File: src/rtl/sdf_stage_ctrl.sv
// Sequencer for one R2SDF stage: delay-line shift, butterfly select, twiddle address, output strobes, flush.
// Optional FRAME_CNT_EN adds a 16-bit completed-frame counter output frame_cnt.
module sdf_stage_ctrl #(
  parameter int unsigned DELAY   = 16,
  parameter int unsigned TW_STEP = 1,
  parameter int unsigned TW_W    = 4
) (
  input  logic            clk,
  input  logic            rst,
  input  logic            in_valid,
  input  logic            in_start,
  output logic            in_ready,
  output logic            sr_en,
  output logic            bf_sel,
  output logic            zero_in,
  output logic [TW_W-1:0] tw_addr,
  output logic            tw_en,
  output logic            out_valid,
  output logic            out_start,
  output logic            busy,
  output logic            sync_err
`ifdef FRAME_CNT_EN
  ,
  output logic [15:0]     frame_cnt
`endif
);

  localparam int unsigned CNT_W = $clog2(2 * DELAY);
  localparam int unsigned LOG_D = $clog2(DELAY);
  localparam logic [CNT_W-1:0] CNT_HALF = CNT_W'(DELAY);
  localparam logic [CNT_W-1:0] CNT_LAST = CNT_W'(2 * DELAY - 1);
  localparam logic [CNT_W-1:0] FL_LAST  = CNT_W'(DELAY - 1);

  typedef enum logic [1:0] {S_IDLE, S_RUN, S_FLUSH} state_t;

  state_t           state_q, state_d;
  logic [CNT_W-1:0] cnt_q, cnt_d;
  logic             primed_q, primed_d;
  logic             sync_err_q, sync_err_d;

  logic             acc, is_start, cnt_zero, resync, shift, last_acc;
  logic [CNT_W-1:0] eff_cnt;
  logic             primed_eff;

`ifdef FRAME_CNT_EN
  logic [15:0] frame_cnt_q;
`endif

  // Accept/decode terms shared by the next-state and output logic.
  always_comb begin
    acc      = in_valid & (state_q != S_FLUSH);
    is_start = acc & in_start;
    cnt_zero = (cnt_q == '0);
    resync   = (state_q == S_RUN) & is_start & ~cnt_zero;
    shift    = is_start | ((state_q == S_RUN) & ~cnt_zero & acc);
    last_acc = (state_q == S_RUN) & acc & ~in_start & (cnt_q == CNT_LAST);
  end

  always_ff @(posedge clk) begin
    if (!rst) begin
      state_q    <= S_IDLE;
      cnt_q      <= '0;
      primed_q   <= 1'b0;
      sync_err_q <= 1'b0;
    end else begin
      state_q    <= state_d;
      cnt_q      <= cnt_d;
      primed_q   <= primed_d;
      sync_err_q <= sync_err_d;
    end
  end

`ifdef FRAME_CNT_EN
  always_ff @(posedge clk) begin
    if (!rst) begin
      frame_cnt_q <= '0;
    end else if (last_acc) begin
      frame_cnt_q <= frame_cnt_q + 16'd1;
    end
  end

  assign frame_cnt = frame_cnt_q;
`endif

  // In RUN, cnt==0 only occurs right after a frame wrap; it is the decision point for continue vs flush.
  // In FLUSH, cnt doubles as the flush-cycle index.
  always_comb begin
    state_d    = state_q;
    cnt_d      = cnt_q;
    primed_d   = primed_q;
    sync_err_d = sync_err_q | resync;
    case (state_q)
      S_IDLE: begin
        if (is_start) begin
          state_d = S_RUN;
          cnt_d   = CNT_W'(1);
        end
      end
      S_RUN: begin
        if (cnt_zero) begin
          if (is_start) begin
            cnt_d = CNT_W'(1);
          end else begin
            state_d = S_FLUSH;
            cnt_d   = '0;
          end
        end else if (resync) begin
          cnt_d    = CNT_W'(1);
          primed_d = 1'b0;
        end else if (acc) begin
          cnt_d = cnt_q + CNT_W'(1);
          if (last_acc) begin
            primed_d = 1'b1;
          end
        end
      end
      S_FLUSH: begin
        if (cnt_q == FL_LAST) begin
          state_d  = S_IDLE;
          cnt_d    = '0;
          primed_d = 1'b0;
        end else begin
          cnt_d = cnt_q + CNT_W'(1);
        end
      end
      default: begin
        state_d = S_IDLE;
        cnt_d   = '0;
      end
    endcase
  end

  // A sample carrying in_start is always treated as sample 0, whatever the registered count says.
  always_comb begin
    eff_cnt    = (is_start || state_q == S_IDLE) ? '0 : cnt_q;
    primed_eff = primed_q & ~resync;
  end

  always_comb begin
    in_ready  = (state_q != S_FLUSH);
    sr_en     = 1'b0;
    bf_sel    = 1'b0;
    zero_in   = 1'b0;
    tw_addr   = '0;
    tw_en     = 1'b0;
    out_valid = 1'b0;
    out_start = 1'b0;
    busy      = (state_q != S_IDLE);
    sync_err  = sync_err_q;
    if (state_q == S_FLUSH) begin
      sr_en     = 1'b1;
      zero_in   = 1'b1;
      out_valid = 1'b1;
      tw_en     = 1'b1;
      tw_addr   = TW_W'(32'(cnt_q[LOG_D-1:0]) * TW_STEP);
    end else begin
      sr_en     = shift;
      bf_sel    = (eff_cnt >= CNT_HALF);
      out_valid = shift & (bf_sel | primed_eff);
      out_start = shift & (eff_cnt == CNT_HALF);
      tw_en     = out_valid & ~bf_sel;
      if (!bf_sel) begin
        tw_addr = TW_W'(32'(eff_cnt[LOG_D-1:0]) * TW_STEP);
      end
    end
  end

endmodule

File: config.mk
export PLATFORM = sky130hd
export DESIGN_NAME = sdf_stage_ctrl
export DESIGN_NICKNAME = d
export VERILOG_FILES = /design/src/rtl/sdf_stage_ctrl.sv
export SDC_FILE = /design/constraint.sdc
export NUM_CORES = 1
export LEC_CHECK = 0
export ABC_AREA = 1
export CAP_MARGIN = 40
export CELL_PAD_IN_SITES_DETAIL_PLACEMENT = 1
export CELL_PAD_IN_SITES_GLOBAL_PLACEMENT = 1
export CORE_AREA = 2 2 50 52
export CTS_CLUSTER_DIAMETER = 150
export DETAILED_ROUTE_END_ITERATION = 7
export DIE_AREA = 0 0 52 54
export PLACE_DENSITY = 0.78
export RECOVER_POWER = 50
export SLEW_MARGIN = 25
export SYNTH_ARGS = -nofsm -noshare
export SYNTH_HDL_FRONTEND = slang
export SYNTH_SLANG_ARGS = --single-unit
File: constraint.sdc
create_clock -name clk -period 4.6 [get_ports clk]
set_input_delay 0.92 -clock clk [delete_from_list [all_inputs] [get_ports clk]]
set_output_delay 0.92 -clock clk [all_outputs]
set_load 0.01 [all_outputs]
==> impl_results.md <==
* Outcome: completed
* Share of cells above drive strength 1 at 13.9%
* Crit-path cells: dlygate4sd3_1, nand2_1, inv_1, nand3_1, nand2_1, nand3_1, nand2_1, nor2_2, clkdlybuf4s50_1
* Crit end category: output port
* Routed wire per std cell at 12.7 microns
* Worst setup margin at 677 ps
* Synth area leader: dfxtp_1
* Hold slack at 452 ps
* Number of antenna violations at the first check in global routing at 0
* CTS Hold Bufs at 0
* Post-route cell area at 1000 sq um
* Worst path max stage delay at 600 ps
* Fill count at 323
* Maxcap violations at 0
* Syn Area/Cell at 6.37 sq um
* Fmax at 255 MHz
* CTS Buf Count at 3
* RSZ-0062 raised after global routing: false
* Global-route wire length before repair at 3.65 mm
* CP Max Fanout at 6
* Cells after synthesis at 124
* Gr usage total at 17.7%
* WHS Endpoint: sync_err
* Final hold vios at 0
* Clock Latency Late Sink at 260 ps
* RePlAce Congestion at 0.782
* Clock sink total at 9
* Origin of the worst min-delay path: sync_err
* Worst IR drop on VDD at 0.260 mV
* Vias at 822
* Actual slew at the worst max-slew pin at 330 ps
* Mapped Nets at 133
* Switching share of power at 50.8%
* Clock Path Buffers at 2
* Post-DRT Antenna Nets at 0
* Netlist Area Pre-Place at 790 sq um
* Final Critical Period at 3920 ps
* Row count at 18
* Hold Path Depth at 2
* Comb power frac at 65.6%
* Post-DP Area at 987 sq um
* Port bufs at 16
* Worst R2R Start: cnt_q[1]
* WP buf/inv at 3
* Core Region at 2320 sq um
* Reg2reg end: state_q[1]
* Die Wd at 52 microns
* Die ar. at 2810 sq um
* Crit path kind: input port to output port
* Post-synthesis sequential area ratio at 22.8%
* Slack of the worst reg-to-reg path at 2780 ps
* Initial Util at 34.0%
* Most frequent CP cell: nand2_1
* Worst reg2reg path depth at 10
* HPWL Detailed at 1.85 mm
* Skew final at 1.23 ps
* Worst rel slew slack at 78.0%
* DRT Wirelength at 2.20 mm
* GR Overflow Total at 0
* Yosys top cell area share at 22.8%
* Util after Layout at 43.1%
* Final Setup Violations at 0
* HP Class: register to register
* Type of origin of the critical path: input port
* Layout area overhead at 26.6%
* Fin crit share at 85.3%
* #FFs+latches synth at 9
* Clock power share at 12.4%
* Placed cell count at 170
* CTS clk-pin slew, worst paths at 60 ps
* I/O pins at 17
* # DRC at 0
* CTS tree: done
* Crit path arrival time at 3000 ps
* Chip height at 54 microns
* H-tree depth at 1
* Post-cts resize count at 0
* Standby leakage power at 0.464 nW
* Max Slew Vio Count at 0
* Pre-antenna DRT Iters at 4
* Slowest-stage cell, CP: dlygate4sd3_1
* Yosys cell types at 21
* Total power at 508 uW
* Ant. Diodes at 0
* Synth Warn # at 0
* Pin count of the biggest net entering global routing at 10
* Clk root buf: clkbuf_4
* Dpl ws at 929 ps
* CP top delay family: buffers and inverters
* Sw Pwr at 258 uW
* Setup bufs post-CTS at 0
* Vias in the first global route at 846
* Total negative slack at 0 ps
* Internal cell power at 250 uW
* DR vias/cell at 4.72
* Power Dens Cells at 509 nW/um^2
* Nets at 154
* Top cells by area in the synthesized netlist: dfxtp_1, nand2_1, inv_1, ha_1, nor2_1
* Non-Filler Instances at 174
* CP Data Required Time at 3680 ps
* DR iter-0 viols at 12
* Sequential power share at 22.1%
tightest hold or removal path, stage by stage (launching register included):
cell     delay, ps
dfxtp_1        310
inv_1           50
a21oi_1         50
cell type report:
class,count,area (sq um),share of cell area (%)
flip-flops and latches,9,180,18.0
inverters,26,103,10.3
well taps,30,37.5,3.75
repair buffers,16,160,16.0
multi-input cells,89,493,49.3
clock buffers,4,26.3,2.63
worst max path at each step:
stage / start / end / slack [ps] / cells past startpoint
global placement: in_valid / tw_en / 1020 / 10
finish: in_valid / tw_en / 680 / 9
detailed placement: in_valid / tw_en / 930 / 10
floorplan: in_valid / tw_en / 2040 / 8
CTS: in_valid / tw_en / 930 / 10
global route: in_valid / out_valid / 530 / 9
flip-flops by register name, summed over array words and instances, names as in the netlist:
signal    flops
cnt_q         5
primed_q      1
state_q       2
sync_err      1
metal layers:
metal | vias up | part of all wire [%] | GRT usage [%]
met5 | - | 0 | 0
met4 | 0 | 0.95 | 7.46
met3 | 4 | 2.9 | 2.50
met2 | 14 | 52 | 32.7
met1 | 382 | 44 | 20.2
li1 | 422 | - | -
kinds of logic (layout without fill, tap and decap cells):
kind of cell	Yosys count	after routing	share of synthesized area [%]
simple gates	70	70	45.5
fa+ha+maj	5	5	7.92
compound gates	14	14	10.8
flops	9	9	22.8
buf+inv	26	46	13.0
cell usage in the layout (no fill, tap or decap), types with 4 or more instances in the layout:
cell type	instances
dfxtp_1	9
o21ai_0	4
clkdlybuf4s50_1	13
ha_1	5
nand2_4	4
nand2_1	31
nand3_1	6
inv_1	22
nor2_1	16
nand4_1	5
a21oi_1	6
cells in the mapped netlist:
master and count:
nand3_1 5, dfxtp_1 9, a21oi_4 1, o21ai_1 4, a21oi_1 6, nand2_1 30, nor2_2 2, clkinv_1 1
inv_1 21, clkinv_4 1, nand4_1 4, inv_2 3, nand2_2 4, nand3_2 3, nor2_4 1, nand4_2 1
nor2_1 16, nand2_4 4, ha_1 5, o21ai_0 2, a21oi_2 1
power groups by stage:
stage	Sequential [mW]	Combinational [mW]	Clock [mW]
floorplan	0.111	0.237	0
global placement	0.113	0.338	0
detailed placement	0.114	0.345	0
CTS	0.112	0.346	0.0638
global route	0.114	0.371	0.0664
finish	0.112	0.333	0.0629
Power figures use the tool's default switching activity.
